### config.mk
export PLATFORM = sky130hd
export DESIGN_NAME = ws2812_frame_sender
export DESIGN_NICKNAME = d
export VERILOG_FILES = /design/src/rtl/ws2812_frame_sender.sv
export SDC_FILE = /design/constraint.sdc
export NUM_CORES = 1
export LEC_CHECK = 0
export BUFFER_PORTS_ARGS = -buffer_cell sky130_fd_sc_hd__buf_2
export CORE_ASPECT_RATIO = 2
export CORE_UTILIZATION = 60
export CTS_CLUSTER_DIAMETER = 100
export DETAILED_ROUTE_END_ITERATION = 8
export PLACE_DENSITY = 0.79
export SLEW_MARGIN = 20
export SYNTH_ARGS = -nofsm -noshare
export SYNTH_HDL_FRONTEND = slang
export SYNTH_SLANG_ARGS = --single-unit
### constraint.sdc
create_clock -name clk -period 2.68 [get_ports clk]
set_input_delay 0.402 -clock clk [delete_from_list [all_inputs] [get_ports clk]]
set_output_delay 0.402 -clock clk [all_outputs]
set_load 0.005 [all_outputs]
### src/rtl/ws2812_frame_sender.sv
// ws2812_frame_sender: streams NUM_LEDS 24-bit GRB pixels from a synchronous
// pixel RAM to a WS2812B strip as back-to-back NZR bits, then a low reset code.
// The next pixel is prefetched during bit 23 of the current LED, so bit periods
// run contiguously across the whole frame.
// Optional: define WS2812_BRIGHTNESS_EN to add a brightness[7:0] input. Each
// channel is then scaled as (c*(brightness+1))>>8 when a pixel is captured.
module ws2812_frame_sender #(
    parameter int NUM_LEDS  = 5,
    parameter int ADDR_W    = 8,
    parameter int T0H_CYC   = 20,
    parameter int T1H_CYC   = 40,
    parameter int BIT_CYC   = 63,
    parameter int RESET_CYC = 15000
) (
    input  logic              clk,
    input  logic              reset,
    input  logic              start,
    input  logic              abort,
`ifdef WS2812_BRIGHTNESS_EN
    input  logic [7:0]        brightness,
`endif
    input  logic [23:0]       pix_data,
    output logic [ADDR_W-1:0] pix_addr,
    output logic              data_out,
    output logic              ready,
    output logic              frame_done
);

    localparam int CNT_W = $clog2(BIT_CYC);
    localparam int RST_W = (RESET_CYC > 1) ? $clog2(RESET_CYC) : 1;

    localparam logic [CNT_W-1:0]  CNT_LAST  = CNT_W'(BIT_CYC - 1);
    localparam logic [CNT_W-1:0]  T0H_C     = CNT_W'(T0H_CYC);
    localparam logic [CNT_W-1:0]  T1H_C     = CNT_W'(T1H_CYC);
    localparam logic [CNT_W-1:0]  HOLD_CNT  = CNT_W'(2);
    localparam logic [RST_W-1:0]  RCNT_LAST = RST_W'(RESET_CYC - 1);
    localparam logic [ADDR_W-1:0] LED_LAST  = ADDR_W'(NUM_LEDS - 1);

    typedef enum logic [2:0] {
        IDLE,
        FETCH,
        LOAD,
        SEND,
        RESET_CODE
    } state_t;

    state_t            state_q, state_d;
    logic [CNT_W-1:0]  cnt_q, cnt_d;
    logic [4:0]        bit_q, bit_d;
    logic [ADDR_W-1:0] led_q, led_d;
    logic [23:0]       shift_q, shift_d;
    logic [23:0]       hold_q, hold_d;
    logic [RST_W-1:0]  rcnt_q, rcnt_d;
    logic              tail_q, tail_d;
    logic [ADDR_W-1:0] pix_addr_q, pix_addr_d;
    logic              data_out_q, data_out_d;
    logic              ready_q, ready_d;
    logic              frame_done_q, frame_done_d;
    logic [23:0]       cap_word;

`ifdef WS2812_BRIGHTNESS_EN
    function automatic logic [7:0] scale(input logic [7:0] c, input logic [7:0] b);
        logic [15:0] p;
        p = 16'(c) * 16'({1'b0, b} + 9'd1);
        return p[15:8];
    endfunction

    // Pixel as it will be captured: each channel scaled by the live brightness.
    always_comb begin
        cap_word = {scale(pix_data[23:16], brightness),
                    scale(pix_data[15:8],  brightness),
                    scale(pix_data[7:0],   brightness)};
    end
`else
    // Pixel as it will be captured: raw RAM word.
    always_comb begin
        cap_word = pix_data;
    end
`endif

    // Next-state logic for the frame FSM and all registered outputs.
    always_comb begin
        state_d      = state_q;
        cnt_d        = cnt_q;
        bit_d        = bit_q;
        led_d        = led_q;
        shift_d      = shift_q;
        hold_d       = hold_q;
        rcnt_d       = rcnt_q;
        tail_d       = tail_q;
        pix_addr_d   = pix_addr_q;
        data_out_d   = data_out_q;
        ready_d      = ready_q;
        frame_done_d = 1'b0;

        unique case (state_q)
            IDLE: begin
                data_out_d = 1'b0;
                if (start) begin
                    ready_d    = 1'b0;
                    pix_addr_d = '0;
                    state_d    = FETCH;
                end
            end
            FETCH: begin
                if (abort) begin
                    state_d    = RESET_CODE;
                    data_out_d = 1'b0;
                    rcnt_d     = '0;
                    tail_d     = 1'b0;
                end else begin
                    state_d = LOAD;
                end
            end
            LOAD: begin
                if (abort) begin
                    state_d    = RESET_CODE;
                    data_out_d = 1'b0;
                    rcnt_d     = '0;
                    tail_d     = 1'b0;
                end else begin
                    shift_d = cap_word;
                    bit_d   = 5'd23;
                    led_d   = '0;
                    cnt_d   = '0;
                    state_d = SEND;
                end
            end
            SEND: begin
                if (abort) begin
                    // Abort wins over every counter advance in this clock.
                    state_d    = RESET_CODE;
                    data_out_d = 1'b0;
                    rcnt_d     = '0;
                    tail_d     = 1'b0;
                    cnt_d      = '0;
                end else begin
                    data_out_d = (cnt_q < (shift_q[23] ? T1H_C : T0H_C));
                    // Prefetch: address out at the first clock of bit 23, data
                    // back from the RAM two clocks later.
                    if (bit_q == 5'd23 && led_q != LED_LAST) begin
                        if (cnt_q == '0)
                            pix_addr_d = led_q + 1'b1;
                        if (cnt_q == HOLD_CNT)
                            hold_d = cap_word;
                    end
                    if (cnt_q == CNT_LAST) begin
                        cnt_d = '0;
                        if (bit_q == 5'd0) begin
                            if (led_q == LED_LAST) begin
                                state_d = RESET_CODE;
                                rcnt_d  = '0;
                                tail_d  = 1'b1;
                            end else begin
                                led_d   = led_q + 1'b1;
                                bit_d   = 5'd23;
                                shift_d = hold_q;
                            end
                        end else begin
                            bit_d   = bit_q - 5'd1;
                            shift_d = {shift_q[22:0], 1'b0};
                        end
                    end else begin
                        cnt_d = cnt_q + 1'b1;
                    end
                end
            end
            RESET_CODE: begin
                data_out_d = 1'b0;
                // After a natural end the pin still carries the last bit's low
                // tail for one clock; the reset code proper starts after it.
                if (tail_q) begin
                    tail_d = 1'b0;
                end else if (rcnt_q == RCNT_LAST) begin
                    state_d      = IDLE;
                    frame_done_d = 1'b1;
                    ready_d      = 1'b1;
                    rcnt_d       = '0;
                end else begin
                    rcnt_d = rcnt_q + 1'b1;
                end
            end
            default: begin
                state_d    = IDLE;
                data_out_d = 1'b0;
                ready_d    = 1'b1;
            end
        endcase
    end

    // State and output registers; reset drops the line immediately.
    always_ff @(posedge clk or negedge reset) begin
        if (!reset) begin
            state_q      <= IDLE;
            cnt_q        <= '0;
            bit_q        <= '0;
            led_q        <= '0;
            shift_q      <= '0;
            hold_q       <= '0;
            rcnt_q       <= '0;
            tail_q       <= 1'b0;
            pix_addr_q   <= '0;
            data_out_q   <= 1'b0;
            ready_q      <= 1'b1;
            frame_done_q <= 1'b0;
        end else begin
            state_q      <= state_d;
            cnt_q        <= cnt_d;
            bit_q        <= bit_d;
            led_q        <= led_d;
            shift_q      <= shift_d;
            hold_q       <= hold_d;
            rcnt_q       <= rcnt_d;
            tail_q       <= tail_d;
            pix_addr_q   <= pix_addr_d;
            data_out_q   <= data_out_d;
            ready_q      <= ready_d;
            frame_done_q <= frame_done_d;
        end
    end

    assign pix_addr   = pix_addr_q;
    assign data_out   = data_out_q;
    assign ready      = ready_q;
    assign frame_done = frame_done_q;

endmodule
==> results of run 1 <==
## layer usage
metal,global-route usage (%),routed length (um)
met4,16.90,503
met3,4.392,415
met5,0,0
met2,51.85,6660
met1,30.04,4499
## state kept, by name, summed over array words and instances, names as in the netlist, 3 cells and up
signal,cells
rcnt_q,14
bit_q,5
state_q,3
shift_q,24
cnt_q,6
pix_addr,8
led_q,8
hold_q,24
## synthesized netlist by cell type (11+ instances only)
cell type	count
sky130_fd_sc_hd__mux2_1	31
sky130_fd_sc_hd__ha_1	11
sky130_fd_sc_hd__clkbuf_1	17
sky130_fd_sc_hd__inv_1	19
sky130_fd_sc_hd__nor2_1	38
sky130_fd_sc_hd__o21ai_0	19
sky130_fd_sc_hd__mux2_2	20
sky130_fd_sc_hd__a21oi_1	11
sky130_fd_sc_hd__dfrtp_1	95
sky130_fd_sc_hd__nand2_1	71
sky130_fd_sc_hd__nand3_1	18
sky130_fd_sc_hd__a31oi_1	28
## worst max-delay path, cell delays in order (launching register included)
cell and delay (ns):
sky130_fd_sc_hd__dfrtp_1 0.45, sky130_fd_sc_hd__inv_1 0.09, sky130_fd_sc_hd__ha_1 0.17, sky130_fd_sc_hd__nor4b_4 0.40, sky130_fd_sc_hd__a31oi_2 0.24, sky130_fd_sc_hd__or3_1 0.54
sky130_fd_sc_hd__a221o_1 0.39
## how the worst max path moves through the flow
| stage | startpoint | end | cells past startpoint |
|---|---|---|---|
| 2_1_floorplan | cnt_q[2] | hold_q[0] | 7 |
| 3_3_place_gp | led_q[0] | rcnt_q[10] | 6 |
| 3_5_place_dp | led_q[0] | rcnt_q[10] | 6 |
| 4_1_cts | led_q[0] | rcnt_q[10] | 6 |
| 5_1_grt | led_q[0] | rcnt_q[11] | 6 |
| 6_report | led_q[0] | rcnt_q[10] | 6 |
## final cells by class
class / count / area [sq um]
clock buffers: 10 / 239.0
inverters: 19 / 71.32
clock inverters: 5 / 57.56
repair buffers: 52 / 335.3
multi-input cells: 381 / 2655
flip-flops and latches: 96 / 2404
well taps: 100 / 125.1
fillers: 660 / 2701
## kinds of logic (layout without fill, tap and decap cells)
logic type / count (synthesis) / count (layout) / synth area share (%)
buf+inv: 52 / 86 / 4.896
compound gates: 110 / 110 / 14.69
simple gates: 201 / 201 / 20.41
flops: 96 / 96 / 45.22
xor+xnor: 5 / 5 / 0.8241
mux: 53 / 53 / 11.18
fa+ha+maj: 12 / 12 / 2.778
## per-stage QoR
step           hold slack (ns)  total power [mW]  cell area [sq um]  cells
6_report               0.05259             4.629               5887    663
5_1_grt                 0.1017             4.888               5887    663
3_5_place_dp            0.4288             3.370               5590    648
3_3_place_gp            0.4270             3.279               5590    648
2_1_floorplan           0.1064             2.982               5315    529
4_1_cts                0.06846             4.654               5887    663
## power breakdown
group / internal [mW] / total [mW] / switching, mW
logic: 0.580 / 1.26 / 0.676
registers: 1.79 / 2.10 / 0.311
clock network: 0.741 / 1.27 / 0.533
total: 3.11 / 4.63 / 1.52
==> parameters.txt, run 1 <==
Parameter                              Value

CTS
  Clock tree from TritonCTS    done
  Number of post-CTS setup repair buffers    0
  Root buffer selected by CTS    sky130_fd_sc_hd__clkbuf_16
  Clock-pin slew reported for the worst setup and hold paths after clock tree synthesis    0.06 ns
  Post-CTS Hold Buffers    0
  CTS Sinks    96
  Number of buffers on the longest clock path    2
  Number of CTS-inserted buffers    9
  Level count of the clock H-tree    3
  Post-cts resize count    0
  Latest clock arrival within the worst-skew pair    0.34 ns

Setup path
  Kind of start point of the critical path    flop
  Critical Path RT    2.90 ns
  Data arrival time at the worst-slack endpoint    2.62 ns
  Worst setup EP type    flop
  Worst Setup Path Type    flop to flop
  Largest fanout of any net on the critical path    8
  Internal reg-to-reg setup slack    0.28 ns
  Reg-to-Reg Start    led_q[0]
  Reg2reg end    rcnt_q[10]
  Number of cells traversed by the worst register-to-register path    6

STA
  Final worst-path cycle share    89.59%
  Clock tree skew after final layout    0.007572 ns
  Slack of the critical path    0.2791 ns
  Final-report setup violation count    0
  Hold violation count in the final report    0
  Post-route minimum period    2.401 ns
  Number of slew-limit violations in the final report    0
  Slew of the pin with the lowest slew margin    0.6406 ns
  Unrepaired setup endpoints after global routing    no
  Slew HR    56.97%
  Max frequency    416.5 MHz
  Total negative setup slack    0 ns

Yosys
  Yosys top cell area share    44.73%
  Share of synthesized flip-flops with an asynchronous set or reset    100.0%
  Gate count of the mapped netlist    529
  Unique cell type count in the Yosys netlist    75
  Post-synthesis register bit count    96
  Cell area after technology mapping    5315 sq um
  Syn. warnings    0
  Synth top area cells    sky130_fd_sc_hd__dfrtp_1, sky130_fd_sc_hd__mux2_1, sky130_fd_sc_hd__nand2_1
  Primary flip-flop cell chosen by synthesis mapping    sky130_fd_sc_hd__dfrtp_1
  Number of flops mapped to enable cells by yosys    0
  Synthesized area per cell    10.05 sq um
  Share of the yosys chip area belonging to registers    45.22%
  Net count of the mapped netlist    568
  Leading area contributor after synthesis    sky130_fd_sc_hd__dfrtp_1

Die
  Num rows    48
  Area of the die    9261 sq um
  Standard cell core area    8588 sq um
  Number of placed I/O pins    39
  Effective utilization at floorplan    61.89%
  Chip Height    135.1 um
  Die Width    68.55 um

Route
  Via count normalized by instance count    6.463
  Post-detailed-route DRC marker count    0
  DRC violation total after the first TritonRoute iteration    443
  Number of vias after detailed routing    4285
  Final Routed Wirelength    12.08 mm
  Count of TritonRoute iterations in the first routing pass    5
  Count of nets left with antenna violations after detail routing    0
  Detail-routed net length per standard cell    18.22 um

Final layout
  Post-layout net count    598
  Diodes inserted    0
  Area Growth Syn to Fin    10.76%
  Ratio of cells with drive above 1 in the final layout    18.65%
  Core Util, Final    68.55%
  Leading cell types in the layout, fill and taps excluded    sky130_fd_sc_hd__dfrtp_1, sky130_fd_sc_hd__nand2_1, sky130_fd_sc_hd__nor2_1, sky130_fd_sc_hd__buf_2, sky130_fd_sc_hd__mux2_1
  Leading cell type in the layout, fill and taps excluded    sky130_fd_sc_hd__dfrtp_1

Hold path
  Hold Path Class    primary input to async pin

GRT
  Antenna violations before repair    0
  Largest net degree at the start of global routing    50
  First-pass GRT wire length    19.94 mm
  Overall global routing resource usage    28.93%
  Vias in the first global route    4326
  Sum of overflow across all layers after global routing    0

Placed design
  Placed wire-length estimate after detailed placement    8.504 mm
  Quantity of I/O buffers inserted on ports    38
  Worst slack at placement    0.2927 ns
  Gpl congestion    0.8562

Flow run
  Number of maximum-capacitance violations    0

Power and ir drop
  Power density normalized to cell area    786.4 nW/um^2
  Highest ir drop seen on vdd    0.5839 mV
  Leakage power of the design    2.682 nW

Outcome
  Outcome    finished, final reports clean
No activity file was read; power rests on OpenSTA's default activity.
==> inputs of run 2 (changes only) <==
==> constraint.sdc (replaced) <==
create_clock -name clk -period 2.68 [get_ports clk]
set_input_delay 0.134 -clock clk [delete_from_list [all_inputs] [get_ports clk]]
set_output_delay 0.134 -clock clk [all_outputs]
set_load 0.005 [all_outputs]
==> parameters.txt, run 2 (synthesis results as in run 1) <==
Parameter                              Value

Route
  Count of TritonRoute iterations in the first routing pass    5
  Post-detailed-route DRC marker count    0
  Via count normalized by instance count    6.402
  Final Routed Wirelength    12.01 mm
  Detail-routed net length per standard cell    18.08 um
  DRC violation total after the first TritonRoute iteration    292
  Number of vias after detailed routing    4251
  Count of nets left with antenna violations after detail routing    0

Setup path
  Launching instance or port of the critical path    led_q[0]
  Worst setup EP type    flop
  Kind of start point of the critical path    flop
  Data arrival time at the worst-slack endpoint    2.60 ns
  Critical path endpoint    rcnt_q[13]
  Largest fanout of any net on the critical path    8
  Reg-to-Reg Start    led_q[0]
  Internal reg-to-reg setup slack    0.30 ns
  Number of cells traversed by the worst register-to-register path    6
  Worst Setup Path Type    flop to flop
  Critical Path RT    2.90 ns
  Reg2reg end    rcnt_q[13]

Final layout
  Area Growth Syn to Fin    10.85%
  Leading cell type in the layout, fill and taps excluded    sky130_fd_sc_hd__dfrtp_1
  Post-layout net count    599
  Count of fill cells added during filler insertion    658
  Diodes inserted    0
  Ratio of cells with drive above 1 in the final layout    18.09%
  Largest regs    hold_q x24, shift_q x24, rcnt_q x14
  Leading cell types in the layout, fill and taps excluded    sky130_fd_sc_hd__dfrtp_1, sky130_fd_sc_hd__nand2_1, sky130_fd_sc_hd__nor2_1, sky130_fd_sc_hd__buf_2, sky130_fd_sc_hd__mux2_1
  Sequential cell area    2404 sq um
  Total area of multi-input combinational cells    2655 sq um

Outcome
  Outcome    finished, final reports clean

STA
  Clock tree skew after final layout    0.003975 ns
  Slew of the pin with the lowest slew margin    0.6338 ns
  Post-route minimum period    2.382 ns
  Number of slew-limit violations in the final report    0
  Hold violation count in the final report    0
  Total negative setup slack    0 ns
  Final-report setup violation count    0
  Final worst-path cycle share    88.88%
  Unrepaired setup endpoints after global routing    no
  Slew HR    57.30%
  Max frequency    419.8 MHz

Hold path
  Hold Path Class    primary input to flop
  Launch instance of the worst min-delay path    pix_data[1]

CTS
  Post-cts resize count    0
  Latest clock arrival within the worst-skew pair    0.34 ns
  Level count of the clock H-tree    3
  Clock-pin slew reported for the worst setup and hold paths after clock tree synthesis    0.06 ns
  CTS Sinks    96
  Root buffer selected by CTS    sky130_fd_sc_hd__clkbuf_16
  Number of buffers on the longest clock path    2
  Number of CTS-inserted buffers    9
  Clock tree from TritonCTS    done

Power and ir drop
  Highest ir drop seen on vdd    0.5406 mV
  Power density normalized to cell area    792.8 nW/um^2
  Total Power    4.671 mW
  Leakage power of the design    2.688 nW

Placed design
  Gpl congestion    0.8321
  Placed wire-length estimate after detailed placement    8.534 mm
  Quantity of I/O buffers inserted on ports    38

Flow run
  Number of maximum-capacitance violations    0

Die
  Area of the die    9261 sq um
  Chip Height    135.1 um
  Standard cell core area    8588 sq um
  Die Width    68.55 um
  Num rows    48
  Effective utilization at floorplan    61.89%
  Number of placed I/O pins    39

GRT
  First-pass GRT wire length    20.19 mm
  Largest net degree at the start of global routing    50
  Antenna violations before repair    0
  Overall global routing resource usage    28.84%
  Vias in the first global route    4327
  Sum of overflow across all layers after global routing    0
run 2: worst min path at each step:
stage	endpoint	slack (ns)	cells past startpoint
3_5_place_dp	rcnt_q[6]	0.15	1
4_1_cts	hold_q[1]	0.03	2
2_1_floorplan	bit_q[0]	-0.16	0
5_1_grt	hold_q[15]	0.03	2
3_3_place_gp	rcnt_q[6]	0.15	1
6_report	hold_q[1]	0.03	2
run 2: critical path, cell delays in order, from the launching register on:
cell	delay, ns
sky130_fd_sc_hd__dfrtp_1	0.45
sky130_fd_sc_hd__inv_1	0.10
sky130_fd_sc_hd__ha_1	0.15
sky130_fd_sc_hd__nor4b_4	0.38
sky130_fd_sc_hd__a31oi_2	0.25
sky130_fd_sc_hd__or3_1	0.53
sky130_fd_sc_hd__a221o_1	0.39
run 2: final cells by class:
class	count	area share, %
Multi-Input combinational cell	381	45.06
Sequential cell	96	40.79
Timing Repair Buffer	53	5.649
Clock buffer	12	4.014
Tap cell	100	2.124
Inverter	19	1.210
Clock inverter	3	1.147
run 2: metal layers:
metal  global-route usage, %  routed length (um)  vias up
met5                       0                   0        -
met4                   14.47                 406        0
met3                   4.645                 369       31
met2                   50.76                6657      109
met1                   31.86                4575     2124
li1                        -                   -     1987
run 2: timing repair:
| item | in CTS | in global routing |
|---|---|---|
| hold endpoints to repair | 41 | 0 |
| hold buffers | 1 | 0 |
| buffers inserted | 0 | 0 |
run 2: metrics by stage:
stage	hold WS [ns]	instances	util [%]	setup WS [ns]	area (sq um)
3_5_place_dp	0.1539	648	64.95	0.3218	5578
2_1_floorplan	-0.1616	529	-	0.5230	5315
6_report	0.02884	664	68.60	0.2981	5892
3_3_place_gp	0.1510	648	64.95	0.4302	5578
4_1_cts	0.02655	664	68.60	0.2957	5892
5_1_grt	0.03377	664	68.60	0.2087	5892
run 2: power breakdown:
part	switching [mW]	internal, mW
registers	0.313	1.79
clock network	0.512	0.813
logic	0.664	0.580
total	1.49	3.18
